==> src/rtl/button_ctrl.sv <==
// button_ctrl: eight-button bus peripheral with synchroniser, prescaled debounce and sticky W1C events.
// Define BUTTON_CTRL_IRQ_EN to add the IRQ_EN register (offset 3) and the registered irq_out level.
module button_ctrl #(
    parameter int          STABLE_TICKS   = 4,
    parameter logic [15:0] PRESCALE_RESET = 16'd999
) (
    input  logic        clk,
    input  logic        reset,
    input  logic [7:0]  buttons_in,
    input  logic [31:0] address_in,
    input  logic        sel_in,
    input  logic        read_in,
    output logic [31:0] read_value_out,
    input  logic [3:0]  write_mask_in,
    input  logic [31:0] write_value_in,
    output logic        ready_out
`ifdef BUTTON_CTRL_IRQ_EN
    ,
    output logic        irq_out
`endif
);

    localparam logic [3:0] LAST_CNT     = 4'(STABLE_TICKS - 1);
    localparam logic [1:0] REG_STATE    = 2'd0;
    localparam logic [1:0] REG_EVENTS   = 2'd1;
    localparam logic [1:0] REG_PRESCALE = 2'd2;
    localparam logic [1:0] REG_IRQ_EN   = 2'd3;

    logic [7:0]      sync1_q, sync1_d;
    logic [7:0]      sync2_q, sync2_d;
    logic [7:0]      state_q, state_d;
    logic [7:0]      press_q, press_d;
    logic [7:0]      rel_q, rel_d;
    logic [7:0][3:0] cnt_q, cnt_d;
    logic [15:0]     pcnt_q, pcnt_d;
    logic [15:0]     prescale_q, prescale_d;

    logic            tick;
    logic            wr_events;
    logic            wr_prescale;
    logic [7:0]      rise;
    logic [7:0]      fall;
    logic [7:0]      clr_press;
    logic [7:0]      clr_rel;

`ifdef BUTTON_CTRL_IRQ_EN
    logic [15:0]     irq_en_q, irq_en_d;
    logic            irq_q, irq_d;
    logic            wr_irq_en;
`endif

    logic            unused_bits;
    assign unused_bits = ^{read_in, address_in[31:4], address_in[1:0],
                           write_value_in[31:16], write_mask_in[3:2]};

    assign ready_out = sel_in;

    always_comb begin
        sync1_d     = buttons_in;
        sync2_d     = sync1_q;

        wr_events   = sel_in && (address_in[3:2] == REG_EVENTS);
        wr_prescale = sel_in && (address_in[3:2] == REG_PRESCALE);

        tick        = (pcnt_q == prescale_q);

        prescale_d  = prescale_q;
        if (wr_prescale && write_mask_in[0]) prescale_d[7:0]  = write_value_in[7:0];
        if (wr_prescale && write_mask_in[1]) prescale_d[15:8] = write_value_in[15:8];

        // A prescale write restarts the tick phase so the new period starts cleanly.
        if ((wr_prescale && (write_mask_in[1:0] != 2'b00)) || tick) begin
            pcnt_d = 16'd0;
        end else begin
            pcnt_d = pcnt_q + 16'd1;
        end

        state_d = state_q;
        cnt_d   = cnt_q;
        for (int i = 0; i < 8; i++) begin
            if (sync2_q[i] == state_q[i]) begin
                cnt_d[i] = 4'd0;
            end else if (tick) begin
                if (cnt_q[i] == LAST_CNT) begin
                    state_d[i] = ~state_q[i];
                    cnt_d[i]   = 4'd0;
                end else begin
                    cnt_d[i]   = cnt_q[i] + 4'd1;
                end
            end
        end

        rise      = state_d & ~state_q;
        fall      = ~state_d & state_q;
        clr_press = (wr_events && write_mask_in[0]) ? write_value_in[7:0]  : 8'h00;
        clr_rel   = (wr_events && write_mask_in[1]) ? write_value_in[15:8] : 8'h00;

        // New edges are ORed in after the clear so a same-cycle set survives W1C.
        press_d   = (press_q & ~clr_press) | rise;
        rel_d     = (rel_q & ~clr_rel) | fall;

`ifdef BUTTON_CTRL_IRQ_EN
        wr_irq_en = sel_in && (address_in[3:2] == REG_IRQ_EN);
        irq_en_d  = irq_en_q;
        if (wr_irq_en && write_mask_in[0]) irq_en_d[7:0]  = write_value_in[7:0];
        if (wr_irq_en && write_mask_in[1]) irq_en_d[15:8] = write_value_in[15:8];
        irq_d     = |({rel_q, press_q} & irq_en_q);
`endif
    end

    always_ff @(posedge clk) begin
        if (!reset) begin
            sync1_q    <= 8'h00;
            sync2_q    <= 8'h00;
            state_q    <= 8'h00;
            press_q    <= 8'h00;
            rel_q      <= 8'h00;
            cnt_q      <= '0;
            pcnt_q     <= 16'd0;
            prescale_q <= PRESCALE_RESET;
`ifdef BUTTON_CTRL_IRQ_EN
            irq_en_q   <= 16'd0;
            irq_q      <= 1'b0;
`endif
        end else begin
            sync1_q    <= sync1_d;
            sync2_q    <= sync2_d;
            state_q    <= state_d;
            press_q    <= press_d;
            rel_q      <= rel_d;
            cnt_q      <= cnt_d;
            pcnt_q     <= pcnt_d;
            prescale_q <= prescale_d;
`ifdef BUTTON_CTRL_IRQ_EN
            irq_en_q   <= irq_en_d;
            irq_q      <= irq_d;
`endif
        end
    end

`ifdef BUTTON_CTRL_IRQ_EN
    assign irq_out = irq_q;
`endif

    // Read data is forced to zero when unselected so it can be ORed onto the shared bus.
    always_comb begin
        read_value_out = 32'h0;
        if (sel_in) begin
            case (address_in[3:2])
                REG_STATE:    read_value_out = {24'h0, state_q};
                REG_EVENTS:   read_value_out = {16'h0, rel_q, press_q};
                REG_PRESCALE: read_value_out = {16'h0, prescale_q};
                REG_IRQ_EN: begin
`ifdef BUTTON_CTRL_IRQ_EN
                    read_value_out = {16'h0, irq_en_q};
`else
                    read_value_out = 32'h0;
`endif
                end
                default:      read_value_out = 32'h0;
            endcase
        end
    end

endmodule

==> config.mk <==
export PLATFORM = sky130hd
export DESIGN_NAME = button_ctrl
export DESIGN_NICKNAME = d
export VERILOG_FILES = /design/src/rtl/button_ctrl.sv
export SDC_FILE = /design/constraint.sdc
export NUM_CORES = 1
export LEC_CHECK = 0
export BUFFER_PORTS_ARGS = -buffer_cell sky130_fd_sc_hd__clkbuf_2
export CORE_ASPECT_RATIO = 1.5
export CORE_UTILIZATION = 58
export CTS_CLUSTER_SIZE = 10
export DETAILED_ROUTE_END_ITERATION = 6
export PLACE_DENSITY_LB_ADDON = 0.12
export SLEW_MARGIN = 25
export SYNTH_ARGS = -nofsm -noshare
export SYNTH_HDL_FRONTEND = slang
export SYNTH_SLANG_ARGS = --single-unit
==> constraint.sdc <==
create_clock -name clk -period 5.7 [get_ports clk]
set_input_delay 1.14 -clock clk [delete_from_list [all_inputs] [get_ports clk]]
set_output_delay 1.14 -clock clk [all_outputs]
set_load 0.005 [all_outputs]
==> flow_summary_export.csv <==
group,metric,value,unit
place,routabilityCongestion,0.8618,
setup_path,crit_required,4560,ps
timing,skew,7.687,ps
timing,finalSetupTns,0,ps
cts,cts.sink_count,104,
setup_path,rr_worst_depth,6,
route,drt_wl_total,10.63,mm
setup_path,rr_endpoint,"pcnt_q[7]$_SDFF_PP0_",
floorplanning,rows,40,
synth,synth_top_family_by_area,"simple AND/OR/NAND/NOR gates",
final_layout,final_cell_mix,"dfxtp_1, nand2_1, a21oi_1, clkbuf_2, nor2b_1",
place,io_buffers,47,
route,dr_total_vias,4010,
setup_path,cp-start-kind,"input port",
run_status,status,"finished clean",
cts,cts_resized,0,
route,post-route-drc-count,0,
setup_path,crit_type,"in -> out",
power_and_ir_drop,power_frac_clock,0.414,
final_layout,antenna_cells,0,
cts,clkSlewWorstSetupHoldPaths,70,ps
route,drt-vias-per-instance,5.562,
setup_path,cp.depth,5,
grt,gr-total-overflow,0,
timing,drv_slew,0,
setup_path,r2r_slack,2950,ps
setup_path,endpoint,"read_value_out[10]",
synth,synthFlopType,"dfxtp_1",
synth,ys_types,30,
grt,antenna_found_initial,0,
place,dp.cells,705,
cts,insertion_delay,340,ps
cts,cts_tree,"done",
synth,syn_area,4868,sq um
synth,synth.avg_cell_area,8.379,sq um
grt,grt_max_degree,67,
floorplanning,fp.coreArea,8058,sq um
floorplanning,start_util,0.6042,
power_and_ir_drop,swShare,0.2358,
synth,ys_ff_latch,104,
floorplanning,io_pins,113,
setup_path,endpoint_kind,"primary output",
setup_path,r2r_start,"pcnt_q[2]$_SDFF_PP0_",
setup_path,crit_path_cell_trace,"clkbuf_2 > nor2b_1 > a22oi_1 > nor2b_1 > clkbuf_2",
grt,use_met1,0.2818,
synth,synth_edf_count,0,
timing,finalCritPeriodShare,0.6483,
cts,cts_setup_buffers,0,
synth,synth_compound_area_frac,0.1234,
floorplanning,die_w,76.81,microns
power_and_ir_drop,leakage,2.122,nW
floorplanning,fp.dieH,114.2,microns
cts,htree_levels,3,
floorplanning,die-area,8772,sq um
final_layout,drive_gt1_frac,0.1347,
place,dp_hpwl,7.703,mm
final_layout,nets,700,
timing,hold_viol,0,
timing,grt_setup_unrepaired,"no",
synth,yosys.area_share.simple,0.2516,
cts,cts_root_buf,"clkbuf_16",
synth,synth-xor-area-share,0.05397,
timing,fmax,270.6,MHz
final_layout,area_growth,9.355,%
route,drtPass1Iterations,5,
power_and_ir_drop,vdd_drop_max,0.0001691,V
power_and_ir_drop,p_int,0.001063,W
synth,yosys_warnings,0,
route,wl_per_cell,14.74,microns
setup_path,cp.arrival,2560,ps
final_layout,fill_cells,704,
setup_path,crit_path_top_delay_cell,"nor2b_1",
synth,synth_fa_ha_area_frac,0.02313,
grt,grt_pass1_vias,3822,
power_and_ir_drop,p_comb_frac,0.050,
setup_path,crit_fanout,12,
cts,ctsHoldBuffers,0,
grt,grt.busiest_layer,"met2",
power_and_ir_drop,seq_power_share,0.536,
final_layout,final_common_cell,"dfxtp_1",
grt,grt_pass1_wl,17.60,mm
synth,seq_area_frac_synth,0.4277,
timing,setup_viol_count_final,0,
cts,clockBufferDepth,2,
synth,asyncSetResetFlopFracSynth,0,
cts,numCtsBuffers,9,
timing,tightest_slew,757.3,ps
power_and_ir_drop,p_per_area,261.4,nW/um^2
final_layout,stdcell_count,721,
setup_path,critical-path-top-delay-family,"simple AND/OR/NAND/NOR gates",
setup_path,crit_path_start,"address_in[3]",
route,final_antenna_net_count,0,
timing,final.min_clock_period,3695,ps
power_and_ir_drop,power_switching,0.0003281,W
hold_path,min-delay-path-class,"reg -> reg",
timing,max_slew_margin,0.4936,
setup_path,max_stage_delay,670,ps
grt,gr-usage-met3,0.02948,
synth,synthMuxAreaShare,0.04934,
setup_path,worst-path-buf-inv,2,
job,maxCapViolations,0,
synth,netlist_instances,581,
grt,met2_usage,0.4631,
grt,grt_util_all_layers,0.2556,
route,first_iter_violations,249,
-- per-stage QoR --
stage               hold slack, ps   power, W  utilization  instance area, sq um  setup WS, ps
detailed placement           422.7  0.0008306       0.6259                  5044          2006
floorplan                    411.9  0.0008105            -                  4925          2358
finish                       430.4   0.001392       0.6607                  5324          2005
global route                 448.4   0.001439       0.6607                  5324          1878
CTS                          440.6   0.001402       0.6607                  5324          2009
global placement             413.2  0.0008296       0.6259                  5044          1999
-- area by class of cell --
| cell class | instances | area [sq um] | area share |
|---|---|---|---|
| multi-input combinational | 427 | 2501 | 0.4698 |
| sequential | 104 | 2082 | 0.3911 |
| timing repair buffer | 50 | 257.7 | 0.04841 |
| clock buffer | 9 | 225.2 | 0.04230 |
| tap | 105 | 131.4 | 0.02468 |
| inverter | 19 | 71.32 | 0.01340 |
| clock inverter | 7 | 55.05 | 0.01034 |
-- cells by family (layout without fill, tap and decap cells) --
logic type	Yosys count	after routing
DFF	104	104
xor gates and xnor gates	30	30
AOI/OAI and AO/OA	104	104
muxes	24	24
adders and majority gates	9	9
and+or+nand+nor	244	244
other	1	16
buffers and inverters	65	85
-- worst register-to-register path: stages (launching register included) --
cell and delay, ps:
dfxtp_1 450, xor2_1 260, nor4_1 110, nand4_1 280, buf_4 520, nand4_1 770, nor2_1 280
-- cell usage after synthesis, types with 8 or more instances --
cell | instances | area (sq um)
a21oi_1 | 48 | 240.2
a22oi_1 | 8 | 60.06
a31o_2 | 16 | 140.1
and2_1 | 24 | 150.1
buf_4 | 19 | 142.6
clkbuf_1 | 16 | 60.06
dfxtp_1 | 104 | 2082
ha_1 | 9 | 112.6
inv_1 | 18 | 67.56
mux2i_1 | 24 | 240.2
nand2_1 | 83 | 311.6
nand3_1 | 24 | 120.1
nor2_1 | 28 | 105.1
nor2b_1 | 34 | 212.7
nor3_1 | 9 | 45.04
o21ai_0 | 32 | 160.2
or3_1 | 16 | 100.1
or4_1 | 8 | 60.06
xor2_1 | 25 | 219.0
-- flip-flops by register name, indices dropped and copies added (netlist names) --
signal and flops:
press_q 8, cnt_q 32, prescale_q 16, sync2_q 8
state_q 8, rel_q 8, sync1_q 8, pcnt_q 16
-- power groups by stage --
stage	Sequential, W	Combinational, W	Clock, W
6_report	0.000745	0.0000697	0.000576
5_1_grt	0.000746	0.0000763	0.000617
4_1_cts	0.000745	0.0000691	0.000588
3_5_place_dp	0.000762	0.0000685	0
3_3_place_gp	0.000762	0.0000677	0
2_1_floorplan	0.000759	0.0000519	0
-- routing by layer --
metal	vias to the layer above	share of wire
met5	-	0
met4	0	0.036
met3	29	0.033
met2	90	0.53
met1	1888	0.40
li1	2003	-
-- how the worst min path moves through the flow --
stage | start | to | slack [ps] | cells after the start
global placement | sync1_q[5]$_SDFF_PN0_ | sync2_q[5]$_SDFF_PN0_ | 410 | 1
finish | sync1_q[6]$_SDFF_PN0_ | sync2_q[6]$_SDFF_PN0_ | 430 | 1
CTS | sync1_q[6]$_SDFF_PN0_ | sync2_q[6]$_SDFF_PN0_ | 440 | 1
detailed placement | sync1_q[6]$_SDFF_PN0_ | sync2_q[6]$_SDFF_PN0_ | 420 | 1
global route | sync1_q[6]$_SDFF_PN0_ | sync2_q[6]$_SDFF_PN0_ | 450 | 1
floorplan | sync1_q[0]$_SDFF_PN0_ | sync2_q[0]$_SDFF_PN0_ | 410 | 1
Note: power is estimated with default switching activity, not from simulation.
